==> src/rtl/irq_ctrl.sv <==
// Edge-triggered interrupt controller: MASK/PEND/ISR/CTRL registers with an IDLE/REQ/SERVICE handshake FSM.
// Define IRQ_CTRL_NEST_EN to let a higher-priority pending source preempt an in-service one.
module irq_ctrl #(
  parameter int N_SRC = 6
) (
  input  logic             clk,
  input  logic             reset,
  input  logic [N_SRC-1:0] irq_src,
  input  logic [1:0]       addr,
  input  logic             we,
  input  logic [31:0]      din,
  output logic [31:0]      dout,
  output logic             int_req,
  output logic [2:0]       int_id,
  input  logic             int_ack,
  input  logic             int_eoi
);

  typedef enum logic [1:0] {IDLE, REQ, SERVICE} state_t;

  localparam logic [N_SRC-1:0] ONE = N_SRC'(1);

  state_t           state_reg, state_next;
  logic [N_SRC-1:0] mask_reg, pend_reg, isr_reg, prev_reg;
  logic [N_SRC-1:0] pend_next, isr_next, isr_eoi, edge_det, pend_clr, ack_clr, active;
  logic             ge_reg, armed_reg;
  logic [2:0]       id_reg, id_next;
  logic             unused_din_bits;

  // Lower index wins.
  function automatic logic [2:0] lowest_idx(input logic [N_SRC-1:0] v);
    lowest_idx = 3'd0;
    for (int i = N_SRC - 1; i >= 0; i--) begin
      if (v[i]) lowest_idx = 3'(i);
    end
  endfunction

  assign active   = pend_reg & mask_reg;
  assign isr_eoi  = isr_reg & ~(ONE << lowest_idx(isr_reg));
  assign pend_clr = ((we && addr == 2'd1) ? din[N_SRC-1:0] : '0) | ack_clr;
  assign unused_din_bits = ^din[31:N_SRC];

  // armed_reg keeps lines that are already high at reset release from counting as edges.
  // A fresh edge beats a same-cycle clear.
  generate
    for (genvar gi = 0; gi < N_SRC; gi++) begin : g_src
      assign edge_det[gi]  = armed_reg & irq_src[gi] & ~prev_reg[gi];
      assign pend_next[gi] = (pend_reg[gi] & ~pend_clr[gi]) | edge_det[gi];
    end
  endgenerate

  always_ff @(posedge clk or negedge reset) begin
    if (!reset) begin
      state_reg <= IDLE;
      id_reg    <= 3'd0;
      mask_reg  <= '0;
      pend_reg  <= '0;
      isr_reg   <= '0;
      prev_reg  <= '0;
      ge_reg    <= 1'b0;
      armed_reg <= 1'b0;
    end else begin
      state_reg <= state_next;
      id_reg    <= id_next;
      pend_reg  <= pend_next;
      isr_reg   <= isr_next;
      prev_reg  <= irq_src;
      armed_reg <= 1'b1;
      if (we && addr == 2'd0) mask_reg <= din[N_SRC-1:0];
      if (we && addr == 2'd3) ge_reg   <= din[0];
    end
  end

  always_comb begin
    state_next = state_reg;
    id_next    = id_reg;
    isr_next   = isr_reg;
    ack_clr    = '0;
    case (state_reg)
      IDLE: begin
        if (ge_reg && active != '0) begin
          state_next = REQ;
          id_next    = lowest_idx(active);
        end
      end
      // Once raised, the request is held regardless of MASK/GE until acknowledged.
      REQ: begin
        if (int_ack) begin
          ack_clr    = ONE << id_reg;
          isr_next   = isr_reg | (ONE << id_reg);
          state_next = SERVICE;
        end
      end
      SERVICE: begin
        if (int_eoi) begin
          isr_next   = isr_eoi;
          state_next = (isr_eoi == '0) ? IDLE : SERVICE;
        end
`ifdef IRQ_CTRL_NEST_EN
        else if (ge_reg && active != '0 && lowest_idx(active) < lowest_idx(isr_reg)) begin
          state_next = REQ;
          id_next    = lowest_idx(active);
        end
`endif
      end
      default: state_next = IDLE;
    endcase
  end

  assign int_req = (state_reg == REQ);
  assign int_id  = int_req ? id_reg : 3'd0;

  always_comb begin
    dout = 32'd0;
    case (addr)
      2'd0: dout[N_SRC-1:0] = mask_reg;
      2'd1: dout[N_SRC-1:0] = pend_reg;
      2'd2: dout[N_SRC-1:0] = isr_reg;
      default: dout[0] = ge_reg;
    endcase
  end

endmodule

==> config.mk <==
export PLATFORM = sky130hd
export DESIGN_NAME = irq_ctrl
export DESIGN_NICKNAME = d
export VERILOG_FILES = /design/src/rtl/irq_ctrl.sv
export SDC_FILE = /design/constraint.sdc
export NUM_CORES = 1
export LEC_CHECK = 0
export CAP_MARGIN = 30
export CORE_MARGIN = 2
export CORE_UTILIZATION = 44
export DETAILED_ROUTE_END_ITERATION = 8
export GPL_TIMING_DRIVEN = 0
export PLACE_DENSITY_LB_ADDON = 0.15
export SYNTH_ARGS = -nofsm -noshare
export SYNTH_HDL_FRONTEND = slang
export SYNTH_SLANG_ARGS = --single-unit
==> constraint.sdc <==
create_clock -name clk -period 3.05 [get_ports clk]
set_input_delay 0.61 -clock clk [delete_from_list [all_inputs] [get_ports clk]]
set_output_delay 0.61 -clock clk [all_outputs]
set_load 0.01 [all_outputs]
==> metrics <==
CP startpoint kind=input port; clock network fraction of design power=20.8%; # Max-Cap Violations=0; final net count=270; total negative slack=0 ns; Avg Synthesized Cell Area=10.4 sq um; gp weighted congestion=0.960; fillers=342; Yosys warnings=0; via count=1329; critical path arrival=1.96 ns; Reg area=776 sq um; Crit. End Element=output pin; Post-CTS Setup Repair Bufs=0; GRT Total Usage=19.0%; internal power=1.01 mW; floorplan row count=22; Worst path max stage delay=0.58 ns; fin crit share=84.2%; chip height=66.7 um; drt pass-1 iters=4; post-route clock skew=0.00548 ns; DRC viols=0; first-pass GRT wire length=5970 um; RSZ-0062 raised after global routing=no; status=complete, no violations; Yosys top cell by area=dfrtp_1; PostCTS Resize Cnt=0; clock root buffer=clkbuf_8; number of synthesized register bits=31; number of enable flip-flop cells after synthesis=0; Reg clk slew, reported paths=0.06 ns; synth unique cells=45; Port Buffers=26; final WL=3640 um; hold crit path type=flop to flop; largest net degree at the start of global routing=22; share of the synthesized area in the top cell type=44.9%; Max IR drop VDD=0.355 mV; vias in the first global route=1250; switching fraction of total power=35.1%; TritonCTS clock tree=built; initial antenna violation count=0; Initial Utilization=46.5%; PnR Total Power=1.56 mW; I/O Pins=81; clk_lat worst skew=0.29 ns; area of the multi-input gates=822 sq um; Sw Pwr=0.548 mW; asr flop ratio synth=100%; Max clock buf depth=2; drt wl/cell=13.3 um; hpwl dp=2810 um; clock tree sinks=31; Slew Viols, Final=0; Die Area=4440 sq um; number of setup violations in the final report=0; flop2flop setup slack=1.64 ns; Post-DRT Antenna Nets=0; Area contributors post-synth=dfrtp_1, buf_4, nand2_1, mux2i_1, mux2_1; sequential fraction of the synthesis area=44.9%; ys flop type=dfrtp_1; cell at the slowest stage of the critical path=clkdlybuf4s50_1; ratio of cells with drive above 1 in the final layout=22.7%; final worst path period need=2.57 ns; core area=3720 sq um; FMAX=0.390 GHz; Syn Inst Count=166; Max transition margin=61.0%; Post-Syn Area=1730 sq um; worst-margin pin slew=0.584 ns; Layout area overhead=30.6%; H-tree depth=2; sequential share of power=43.9%; critical path cell sequence=buf_2 -> nor2b_1 -> nand2_1 -> o21ai_0 -> clkdlybuf4s50_1; classification of the worst setup path=input port to output pin; power per cell area=691 nW/um^2; WP data required=2.44 ns; Logic pwr share=35.3%; diode count=0; vias per cell=4.87; total gr overflow=0; CTS Hold Buffers Added=0; Worst Path Max Fanout=10; DR iter-0 viols=68; CTS buffer count=5; die width=66.7 um; Lkg Pwr=1.07 nW; Hold Fails Final Rpt=0
==> cells in the mapped netlist (3+ instances only) <==
cell type / instances
and2_1: 3
dfrtp_1: 31
o22ai_1: 6
nand2_1: 29
mux2_1: 4
mux2i_1: 5
o21ai_0: 7
nand2b_1: 4
mux2_2: 4
nor4b_2: 3
buf_4: 27
==> critical path, delay by kind of cell <==
family                 cells  cell delay, ns
AO/OA/AOI/OAI              1            0.12
AND/OR/NAND/NOR            2            0.45
buffers and inverters      2            0.78
==> cell usage in the layout, fill, tap and decap left out, drive strengths merged, types with 2 or more instances in the layout <==
cell type	count
nor3	2
mux2	8
o21ai	9
clkbuf	7
nor2b	2
and2	3
clkdlybuf4s50	26
mux2i	5
o22ai	6
dfrtp	31
nand3	2
o21a	2
a21oi	2
nor4	2
conb	27
nor4b	3
nand2b	4
buf	30
a22oi	2
nand2	30
inv	2
nor3b	2
a21o	2
==> through the flow <==
stage / util [%] / instances / hold WS [ns] / instance area (sq um) / worst slack [ns]
floorplan: - / 191 / 0.314 / 1820 / 1.11
finish: 60.7 / 273 / 0.415 / 2260 / 0.483
global placement: 57.6 / 265 / 0.402 / 2140 / 0.550
CTS: 60.7 / 273 / 0.414 / 2260 / 0.510
global route: 60.7 / 273 / 0.432 / 2260 / 0.381
detailed placement: 58.4 / 266 / 0.406 / 2170 / 0.533
==> cell type report <==
type                       instances  share of cell area, %
timing repair buffer              27                   12.7
clock buffer                       6                   3.66
buffer                            30                   9.59
tap                               48                   2.66
inverter                           2                  0.333
clock inverter                     1                  0.222
sequential                        31                   34.4
multi-input combinational        128                   36.4
==> metal layers <==
metal | track usage, % | wire [um] | vias to the layer above
li1 | - | - | 654
met1 | 23.6 | 1510 | 608
met2 | 30.3 | 1710 | 56
met5 | 0 | 0 | -
met3 | 5.41 | 320 | 11
met4 | 9.44 | 94 | 0
==> power groups by stage <==
stage / registers [mW] / logic [mW] / clock network (mW)
after global routing: 0.706 / 0.615 / 0.355
final: 0.685 / 0.550 / 0.325
after global placement: 0.683 / 0.534 / 0
after floorplan: 0.646 / 0.382 / 0
after CTS: 0.683 / 0.555 / 0.332
after detailed placement: 0.690 / 0.549 / 0
==> kinds of logic after synthesis <==
group / share of synthesized area (%)
flops: 44.9
mux: 9.41
buf+inv: 13.0
compound gates: 11.7
other cells: 0.435
simple gates: 20.6
==> final timing paths <==
check,startpoint,to,depth (start not counted)
hold / removal,prev_reg[0]$_DFF_PN0_,pend_reg[0]$_DFF_PN0_,1
setup / recovery,addr[0],dout[5],5
hold reg to reg,prev_reg[0]$_DFF_PN0_,pend_reg[0]$_DFF_PN0_,1
max in group asynchronous,reset,id_reg[0]$_DFFE_PN0P_,2
min in group asynchronous,reset,isr_reg[0]$_DFFE_PN0P_,1
setup reg to reg,state_reg[1]$_DFFE_PN0P_,pend_reg[2]$_DFF_PN0_,4
(Power assumes the default switching activity.)
